[config.mk]
export PLATFORM = sky130hd
export DESIGN_NAME = aes_round_ctrl_flat
export DESIGN_NICKNAME = d
export VERILOG_FILES = /design/src/rtl/aes_pkg.sv /design/src/rtl/aes_round_ctrl_if.sv /design/src/rtl/aes_rcon_gen.sv /design/src/rtl/aes_round_ctrl.sv /design/src/flat_wrapper.sv
export SDC_FILE = /design/constraint.sdc
export NUM_CORES = 1
export LEC_CHECK = 0
export CELL_PAD_IN_SITES_DETAIL_PLACEMENT = 0
export CELL_PAD_IN_SITES_GLOBAL_PLACEMENT = 2
export CORE_AREA = 5 5 359 361
export CTS_CLUSTER_DIAMETER = 40
export DETAILED_ROUTE_END_ITERATION = 16
export DIE_AREA = 0 0 364 366
export GPL_TIMING_DRIVEN = 0
export PLACE_DENSITY = 0.56
export SLEW_MARGIN = 15
export SYNTH_ARGS = -nofsm -noshare
export SYNTH_HDL_FRONTEND = slang
export SYNTH_HIERARCHICAL = 1
export SYNTH_SLANG_ARGS = --single-unit
[constraint.sdc]
create_clock -name clk -period 2.1 [get_ports clk]
set_input_delay 0.21 -clock clk [delete_from_list [all_inputs] [get_ports clk]]
set_output_delay 0.21 -clock clk [all_outputs]
set_load 0.01 [all_outputs]
[src/rtl/aes_pkg.sv]
// Shared AES constants, controller FSM encodings and the GF(2^8) xtime helper.
// Also used by the round datapath for MixColumns.
package aes_pkg;
    localparam int          AES_NR    = 10;
    localparam int          AES_BLK_W = 128;
    localparam logic [7:0]  RCON_INIT = 8'h01;
    localparam logic [7:0]  RCON_POLY = 8'h1B;

    localparam logic [2:0]  ST_IDLE  = 3'd0;
    localparam logic [2:0]  ST_ARK   = 3'd1;
    localparam logic [2:0]  ST_ISSUE = 3'd2;
    localparam logic [2:0]  ST_WAIT  = 3'd3;
    localparam logic [2:0]  ST_DONE  = 3'd4;

    function automatic logic [7:0] xtime(input logic [7:0] b);
        return {b[6:0], 1'b0} ^ (b[7] ? RCON_POLY : 8'h00);
    endfunction
endpackage

[src/rtl/aes_round_ctrl_if.sv]
// Host handshake plus round-datapath bus of the AES-128 sequencer.
// slave = controller view, master = surrounding environment view.
interface aes_round_ctrl_if;
    import aes_pkg::*;

    logic                 in_valid;
    logic                 in_ready;
    logic [AES_BLK_W-1:0] key;
    logic [AES_BLK_W-1:0] plain_text;
    logic                 out_valid;
    logic                 out_ready;
    logic [AES_BLK_W-1:0] cipher_text;
    logic                 rnd_start;
    logic [AES_BLK_W-1:0] rnd_state;
    logic [AES_BLK_W-1:0] rnd_key;
    logic [3:0]           rnd_num;
    logic [7:0]           rnd_rcon;
    logic                 rnd_last;
    logic                 rnd_done;
    logic [AES_BLK_W-1:0] rnd_state_nxt;
    logic [AES_BLK_W-1:0] rnd_key_nxt;
    logic                 err;

    modport slave (
        input  in_valid, key, plain_text, out_ready, rnd_done, rnd_state_nxt, rnd_key_nxt,
        output in_ready, out_valid, cipher_text, rnd_start, rnd_state, rnd_key,
               rnd_num, rnd_rcon, rnd_last, err
    );

    modport master (
        output in_valid, key, plain_text, out_ready, rnd_done, rnd_state_nxt, rnd_key_nxt,
        input  in_ready, out_valid, cipher_text, rnd_start, rnd_state, rnd_key,
               rnd_num, rnd_rcon, rnd_last, err
    );
endinterface

[src/rtl/aes_rcon_gen.sv]
// Round-constant register: load 01 at transaction start, xtime-advance per round.
// Output is the registered value; no handshake.
module aes_rcon_gen
    import aes_pkg::*;
(
    input  logic       clk,
    input  logic       rst_n,
    input  logic       i_load,
    input  logic       i_adv,
    output logic [7:0] o_rcon
);
    logic [7:0] r_rcon;

    always_ff @(posedge clk or negedge rst_n) begin
        if (!rst_n) begin
            r_rcon <= 8'h00;
        end else if (i_load) begin
            r_rcon <= RCON_INIT;
        end else if (i_adv) begin
            r_rcon <= xtime(r_rcon);
        end
    end

    assign o_rcon = r_rcon;
endmodule

[src/rtl/aes_round_ctrl.sv]
// Iterative AES-128 sequencer: initial AddRoundKey, then NR launches of an external round datapath.
// Latency 2 + NR*(1 + datapath latency); ciphertext held in DONE until out_ready.
module aes_round_ctrl
    import aes_pkg::*;
#(
    parameter int NR      = AES_NR,
    parameter int TIMEOUT = 64
) (
    input  logic             clk,
    input  logic             rst_n,
    aes_round_ctrl_if.slave  bus
);
    localparam int WD_W = $clog2(TIMEOUT + 1);

    logic [2:0]           r_fsm;
    logic [AES_BLK_W-1:0] r_state;
    logic [AES_BLK_W-1:0] r_key;
    logic [3:0]           r_cnt;
    logic [WD_W-1:0]      r_wdog;
    logic                 r_err;

    logic                 w_accept;
    logic                 w_last;
    logic                 w_timeout;
    logic                 w_rcon_adv;
    logic [7:0]           w_rcon;

    assign w_accept   = (r_fsm == ST_IDLE) && bus.in_valid;
    assign w_last     = (r_cnt == 4'(NR));
    assign w_timeout  = (r_wdog == WD_W'(TIMEOUT - 1));
    assign w_rcon_adv = (r_fsm == ST_WAIT) && bus.rnd_done && !w_last;

    aes_rcon_gen u_rcon (
        .clk    (clk),
        .rst_n  (rst_n),
        .i_load (w_accept),
        .i_adv  (w_rcon_adv),
        .o_rcon (w_rcon)
    );

    always_ff @(posedge clk or negedge rst_n) begin
        if (!rst_n) begin
            r_fsm   <= ST_IDLE;
            r_state <= '0;
            r_key   <= '0;
            r_cnt   <= 4'd0;
            r_wdog  <= '0;
            r_err   <= 1'b0;
        end else begin
            // A completion strobe with no round outstanding is a datapath protocol error.
            if (bus.rnd_done && (r_fsm != ST_WAIT)) begin
                r_err <= 1'b1;
            end
            case (r_fsm)
                ST_IDLE: begin
                    if (w_accept) begin
                        r_state <= bus.plain_text ^ bus.key;
                        r_key   <= bus.key;
                        r_cnt   <= 4'd1;
                        r_fsm   <= ST_ARK;
                    end
                end
                ST_ARK: r_fsm <= ST_ISSUE;
                ST_ISSUE: begin
                    r_wdog <= '0;
                    r_fsm  <= ST_WAIT;
                end
                ST_WAIT: begin
                    // rnd_done takes priority over a watchdog expiring in the same cycle.
                    if (bus.rnd_done) begin
                        r_state <= bus.rnd_state_nxt;
                        r_key   <= bus.rnd_key_nxt;
                        if (w_last) begin
                            r_fsm <= ST_DONE;
                        end else begin
                            r_cnt <= r_cnt + 4'd1;
                            r_fsm <= ST_ISSUE;
                        end
                    end else if (w_timeout) begin
                        r_err <= 1'b1;
                        r_fsm <= ST_IDLE;
                    end else begin
                        r_wdog <= r_wdog + WD_W'(1);
                    end
                end
                ST_DONE: begin
                    if (bus.out_ready) begin
                        r_fsm <= ST_IDLE;
                    end
                end
                default: r_fsm <= ST_IDLE;
            endcase
        end
    end

    assign bus.in_ready    = (r_fsm == ST_IDLE);
    assign bus.out_valid   = (r_fsm == ST_DONE);
    assign bus.cipher_text = (r_fsm == ST_DONE) ? r_state : '0;
    assign bus.rnd_start   = (r_fsm == ST_ISSUE);
    assign bus.rnd_state   = r_state;
    assign bus.rnd_key     = r_key;
    assign bus.rnd_num     = r_cnt;
    assign bus.rnd_rcon    = w_rcon;
    assign bus.rnd_last    = w_last;
    assign bus.err         = r_err;
endmodule

[src/flat_wrapper.sv]
// flat-port wrapper written by rule: the top's interface ports become plain ports
module aes_round_ctrl_flat import aes_pkg::*;
#(
    parameter int NR      = AES_NR,
    parameter int TIMEOUT = 64
)
  (clk, rst_n, bus_in_valid, bus_key, bus_plain_text, bus_out_ready, bus_rnd_done, bus_rnd_state_nxt, bus_rnd_key_nxt, bus_in_ready, bus_out_valid, bus_cipher_text, bus_rnd_start, bus_rnd_state, bus_rnd_key, bus_rnd_num, bus_rnd_rcon, bus_rnd_last, bus_err);
  aes_round_ctrl_if bus_i ();
  input  logic clk;
  input  logic rst_n;
  input wire logic [$bits(bus_i.in_valid)-1:0] bus_in_valid;
  input wire logic [$bits(bus_i.key)-1:0] bus_key;
  input wire logic [$bits(bus_i.plain_text)-1:0] bus_plain_text;
  input wire logic [$bits(bus_i.out_ready)-1:0] bus_out_ready;
  input wire logic [$bits(bus_i.rnd_done)-1:0] bus_rnd_done;
  input wire logic [$bits(bus_i.rnd_state_nxt)-1:0] bus_rnd_state_nxt;
  input wire logic [$bits(bus_i.rnd_key_nxt)-1:0] bus_rnd_key_nxt;
  output wire logic [$bits(bus_i.in_ready)-1:0] bus_in_ready;
  output wire logic [$bits(bus_i.out_valid)-1:0] bus_out_valid;
  output wire logic [$bits(bus_i.cipher_text)-1:0] bus_cipher_text;
  output wire logic [$bits(bus_i.rnd_start)-1:0] bus_rnd_start;
  output wire logic [$bits(bus_i.rnd_state)-1:0] bus_rnd_state;
  output wire logic [$bits(bus_i.rnd_key)-1:0] bus_rnd_key;
  output wire logic [$bits(bus_i.rnd_num)-1:0] bus_rnd_num;
  output wire logic [$bits(bus_i.rnd_rcon)-1:0] bus_rnd_rcon;
  output wire logic [$bits(bus_i.rnd_last)-1:0] bus_rnd_last;
  output wire logic [$bits(bus_i.err)-1:0] bus_err;
  assign bus_i.in_valid = bus_in_valid;
  assign bus_i.key = bus_key;
  assign bus_i.plain_text = bus_plain_text;
  assign bus_i.out_ready = bus_out_ready;
  assign bus_i.rnd_done = bus_rnd_done;
  assign bus_i.rnd_state_nxt = bus_rnd_state_nxt;
  assign bus_i.rnd_key_nxt = bus_rnd_key_nxt;
  assign bus_in_ready = bus_i.in_ready;
  assign bus_out_valid = bus_i.out_valid;
  assign bus_cipher_text = bus_i.cipher_text;
  assign bus_rnd_start = bus_i.rnd_start;
  assign bus_rnd_state = bus_i.rnd_state;
  assign bus_rnd_key = bus_i.rnd_key;
  assign bus_rnd_num = bus_i.rnd_num;
  assign bus_rnd_rcon = bus_i.rnd_rcon;
  assign bus_rnd_last = bus_i.rnd_last;
  assign bus_err = bus_i.err;
  aes_round_ctrl #(.NR(NR), .TIMEOUT(TIMEOUT)) u_core (.clk(clk), .rst_n(rst_n), .bus(bus_i));
endmodule
* Word level (Yosys, flattened, before mapping)
Cells that the tools add are included.
** Word-level totals
- Bits in registers :: 279
- Bits in latches :: 0
- Bits in writable memories :: 0
- Memory bits (read-only) :: 0
- Output and inout bits :: 401
- Memories :: 0
** Operators by class
- Add/sub/neg operators :: 2
- $mul :: 0
- Divide/modulo/power cells :: 0
- $lt $le $gt $ge :: 0
- Equal/unequal tests :: 14
- Shift operators :: 0
- Mux-type cells :: 27
- Bitwise logic cells :: 2
- Reduce and logical (&&, ||, !) cells :: 13
** Operators with widths (number)
- two-way mux 128 bit :: 5
- one-hot mux 128 bit (2 select lines) :: 2
- XOR 128 bit :: 1
- two-way mux 8 bit :: 2
- two-way mux 3 bit :: 5
- one-hot mux 3 bit (5 select lines) :: 1
- two-way mux 7 bit :: 2
- one-hot mux 7 bit (2 select lines) :: 1
- two-way mux 4 bit :: 3
- != test 2 bit (second input constant) :: 5
- AND reduction 3 bit :: 3
- one-hot mux 4 bit (2 select lines) :: 1
- XOR 8 x 5 -> 8 bit :: 1
- adder 7 x 1 -> 7 bit (second input constant) :: 1
- == test 7 x 6 -> 1 bit (second input constant) :: 1
- == test 3 x 2 -> 1 bit (second input constant) :: 2
- != test 3 x 2 -> 1 bit (second input constant) :: 2
- nonzero test 2 bit :: 3
- two-way mux 5 bit :: 1
- adder 4 x 1 -> 4 bit (second input constant) :: 1
- == test 4 bit (second input constant) :: 1
- logical AND 1 bit :: 4
- two-way mux 1 bit :: 4
- AND reduction 4 bit :: 1
- other kinds (5) :: 5

* Longest topological paths before layout
- Depth in word-level cells :: 6
- Gate-level depth with buffers :: 9
- Gate-level depth less buffers :: 6

* By module
The synthesis kept the hierarchy.
** Modules (own cells, without submodules)
- aes_round_ctrl :: times used 1, cells each 1753, area an instance 14362.5 um^2
- aes_rcon_gen :: times used 1, cells each 30, area an instance 347.8 um^2

* Worst setup path before layout
No wires, ideal clock.
- Path type :: register -> register
- From :: reg u_core.r_cnt[0] (netlist: u_core/bus.rnd_num[0])
- To :: reg u_core.u_rcon.r_rcon[2] (netlist: u_core/u_rcon/o_rcon[2])
- Library setup time :: 0.129 ns
- Arrival time :: 1.731 ns
- Data required time :: 1.971 ns
- Slack :: 0.240 ns
- Stages on the path, launching flop included :: 9
- Path buffers :: 2
- Clock period less this slack :: 1.860 ns
- Cells stage by stage :: dfrtp_1 > inv_1 > ha_1 > and3b_1 > clkbuf_1 > nor3_2 > buf_4 > mux2i_1 > nor2_1
** Between the ends
- Word-level cells in the longest chain between the ends :: 4
** Ends and longest elaborated chain
- start, declared :: line aes_round_ctrl.sv:18 : logic [3:0] r_cnt;
- start signal, assigned :: line aes_round_ctrl.sv:76 : r_cnt <= r_cnt + 4'd1;
- == test 4 bit :: line aes_round_ctrl.sv:29 : assign w_last = (r_cnt == 4'(NR));
- net bus_rnd_last :: line flat_wrapper.sv:26 : output wire logic [$bits(bus_i.rnd_last)-1:0] bus_rnd_last;
- logical NOT 1 bit :: line aes_round_ctrl.sv:31 : assign w_rcon_adv = (r_fsm == ST_WAIT) && bus.rnd_done && !w_last;
- logical AND 1 bit :: line aes_round_ctrl.sv:31
- net u_core.w_rcon_adv :: line aes_round_ctrl.sv:25 : logic w_rcon_adv;
- nonzero test 2 bit (no source line)
- end signal, assigned :: line aes_rcon_gen.sv:20 : r_rcon <= xtime(r_rcon);
- end, declared :: line aes_rcon_gen.sv:12 : logic [7:0] r_rcon;
The timed path passes the listed nets, and every way through them passes these cells.
A chain may end at the register's enable or synchronous reset.

* Final worst setup path
- From :: reg u_core.r_fsm[1]
- To :: out bus_cipher_text[70]
** Between the ends
- Word-level cells in the longest chain between the ends :: 2
** Ends and longest elaborated chain
- start, declared :: line aes_round_ctrl.sv:15 : logic [2:0] r_fsm;
- start signal, assigned :: line aes_round_ctrl.sv:43 : r_fsm <= ST_IDLE;
- start signal, assigned :: line aes_round_ctrl.sv:60 : r_fsm <= ST_ARK;
- start signal, assigned :: line aes_round_ctrl.sv:63 : ST_ARK: r_fsm <= ST_ISSUE;
- == test 3 bit :: line aes_round_ctrl.sv:98 : assign bus.cipher_text = (r_fsm == ST_DONE) ? r_state : '0;
- two-way mux 128 bit :: line aes_round_ctrl.sv:98
- end, declared :: line flat_wrapper.sv:20 : output wire logic [$bits(bus_i.cipher_text)-1:0] bus_cipher_text;
Every way passes these cells.

==> key figures <==
Placed design
  – Buffers on Ports: around 920
  – DP HPWL: 91400 um
  – GPL Wtd Cong: ~0.80
  – Dpl cells: 4353

Timing
  – Slew Viols, Final: 0
  – Fmax: just under 400 MHz
  – Final setup TNS: -48530 ps
  – Hold Fails Final Rpt: 0
  – Max_slew headroom: 0.507
  – Final setup skew: 49.0 ps
  – Endpoints failing setup: roughly 130
  – Tmin final: roughly 2600 ps
  – Unrepaired setup endpoints after global routing: true
  – Tcrit/Tclk final: 1.23
  – PnR worst setup slack: -492 ps
  – Worst-Margin Slew: around 730 ps

Drt
  – Top sig layer: met5
  – Wirelength per Cell: about 26 um
  – Drt pass-1 iters: 5
  – Routed wire length on met2: 58300 um
  – Met3 wire length: a little under 9000 um
  – Antenna-violating nets left: 0
  – DR vias/cell: 3.79
  – DRC violations left: 0
  – Final wirelength: 120000 um
  – Via count: 17600
  – Metal-1 WL: between 40000 and 50000 um
  – Starting DRT DRC Count: 842

Die
  – Die width: about 360 um
  – Die Ht: 366 um
  – Initial Utilization: 0.118
  – Die Area: approximately 130000 um2
  – Core area: 125000 um2
  – Row count: 130
  – Ports: ~920

Setup path
  – Critical path capture point type: output port
  – Worst path max stage delay: 380 ps
  – Crit start category: flop
  – Critical Path RT: around 1900 ps
  – Critical Path, Cell by Cell: buf_6 -> nor3b_4 -> buf_12 -> buf_16 -> buf_4 -> buf_8 -> buf_8 -> buf_8 -> and2_4 -> buf_6
  – Critical path type: flop to output port
  – Slowest cell on the critical path: dfrtp_1
  – Critical-path maximum fanout: 4
  – Worst EP arrival: 2380 ps
  – CP dominant cell by count: buf_8

Power and ir drop
  – Leakage: 13.2 nW
  – Final Power: 46.4 mW
  – Power per Cell Area: 1450 nW/um2
  – Peak VDD IR: 0.482 mV

CTS
  – Num CTS Buffers: 87
  – CTS root buffer: clkbuf_16
  – CTS tree: done
  – Clk sinks: 279
  – CTS Buffer Depth: 3
  – Clock-pin transition on the worst setup and hold timing paths: approximately 50 ps
  – Htree depth: 3
  – Worst skew pair latency: 640 ps

Finish
  – Finished Layout Cells: 4648
  – Layout Utilization: 0.256
  – Fin nets: 3425
  – Layout cells sized above 1: 0.228
  – Commonest non-fill, non-tap cell in the layout: clkdlybuf4s50_1
  – Most frequent cells in the layout: clkdlybuf4s50_1, nand2_1, dfrtp_1
  – Area growth syn-to-layout: 118%

Synthesis
  – Top_reg_cell synth: dfrtp_1
  – Post-synthesis adder-cell area fraction: 0.00255
  – Mean post-synth cell area: 8.25 um2
  – Seq/Total Area, Yosys: 0.475
  – Cell count after synthesis: 1783
  – Flops & latches, synth: 279
  – Cell variety after synth: 52
  – Net count after synthesis: roughly 2300
  – Mux contribution to synthesized area: 0.00340
  – Largest cells by area after synthesis: dfrtp_1, nand2_1, xnor2_1
  – Post-synthesis compound-gate area fraction: 0.157
  – Synthesized area: 14700 um2
  – Share of the synthesized area in the top cell type: 0.475
  – Simple-gate share of the synthesized area: 0.235
  – Async S/R FF share, synth: 1.00
  – Synth warn: 6
  – Main combinational cell family by area after synthesis: simple AND/OR/NAND/NOR gates
  – Yosys top cell by area: dfrtp_1
  – EDFF count, synth: 0
  – Synth Area in XOR/XNOR: 0.0786

GRT
  – Largest net degree at the start of global routing: 83
  – First-pass GRT wire length: 156000 um
  – Antenna violations before repair: 41
  – Gr usage total: 0.168
  – Vias in the first global route: 18600
  – GRT overflow: 0

Outcome
  – Outcome: complete, but fails checks
  – Failing checks: negative setup slack

Hold path
  – Worst Hold Class: input port to flop

Run
  – Max_cap viols: 0
[metal layers]
metal / GRT usage / up-vias
met5: 0 / -
met4: 0.0521 / 12
met3: 0.0505 / 159
met2: 0.286 / 686
met1: 0.201 / 8521
li1: - / 8244
[worst max-delay path: cells and delay by family, from the launching register on]
kind / cells / cell delay (ps)
flops: 1 / 380
buf+inv: 8 / 1000
simple gates: 2 / 350
[what timing repair did]
item / in CTS / in global routing
setup buffers: 53 / 49
pin swaps: 14 / 6
gates resized for setup: 723 / 414
cloned: 6 / 20
setup endpoints to repair: 400 / 305
hold buffers: 1 / 0
hold endpoints to repair: 62 / 0
[flip-flops by register name, indices dropped and copies added, names as in the netlist]
signal                flops
u_core/bus.rnd_key      128
u_core/bus.rnd_state    128
u_core/bus.err            1
u_core/r_fsm              3
u_core/u_rcon/o_rcon      8
u_core/r_wdog             7
u_core/bus.rnd_num        4
[final timing paths]
path | start | endpoint | slack [ps] | cells after the start
min in group asynchronous | rst_n | u_core/bus.rnd_key[116] | 140 | 2
max in group asynchronous | rst_n | u_core/bus.rnd_state[63] | 590 | 4
setup / recovery | u_core/r_fsm[1] | bus_cipher_text[70] | -490 | 10
setup reg to reg | u_core/r_fsm[1] | u_core/bus.rnd_key[76] | -30 | 11
hold / removal | bus_rnd_key_nxt[27] | u_core/bus.rnd_key[27] | 130 | 3
hold reg to reg | u_core/bus.rnd_state[121] | u_core/bus.rnd_state[121] | 510 | 2
[cell families after synthesis]
family | after synthesis
compound gates | 414
xor+xnor | 132
fa+ha+maj | 3
buf+inv | 142
flops | 279
mux | 5
simple gates | 808
[cell usage after synthesis (2+ instances only)]
library cell	instances
a211oi_1	3
a21oi_1	132
a31o_2	2
a31oi_1	130
a32o_1	2
and2_1	129
and3b_1	2
buf_2	72
buf_4	9
buf_6	7
clkbuf_1	46
dfrtp_1	279
ha_1	3
inv_1	5
mux2i_1	5
nand2_1	387
nand3_1	5
nand3b_1	2
nor2_1	265
nor2b_1	2
nor3_1	2
nor4b_1	2
o21ai_0	93
o21ai_1	40
o21bai_1	2
xnor2_1	131
[where the power goes]
part / leakage, nW / internal (mW) / switching (mW) / total (mW)
Combinational: 8.42 / 10.2 / 11.5 / 21.7
Sequential: 3.29 / 7.97 / 2.59 / 10.6
Clock: 1.54 / 9.94 / 4.19 / 14.1
[final cells by class]
class,instances,area [um2]
Antenna cell,21,52.6
Multi-Input combinational cell,1362,7500
Buffer,128,1400
Sequential cell,279,6990
Clock buffer,117,2450
Tap cell,1650,2060
Inverter,6,22.5
Clock inverter,44,669
Fill cell,13700,93000
Timing Repair Buffer,1041,10900
[through the flow]
step	area, um2	hold slack (ps)	worst slack [ps]
detailed placement	26000	226	-1790
CTS	30200	48.3	-779
finish	32000	130	-492
global route	32000	87.7	-635
global placement	26000	496	-14380
floorplan	14700	-85.6	240
(Power assumes the default switching activity.)
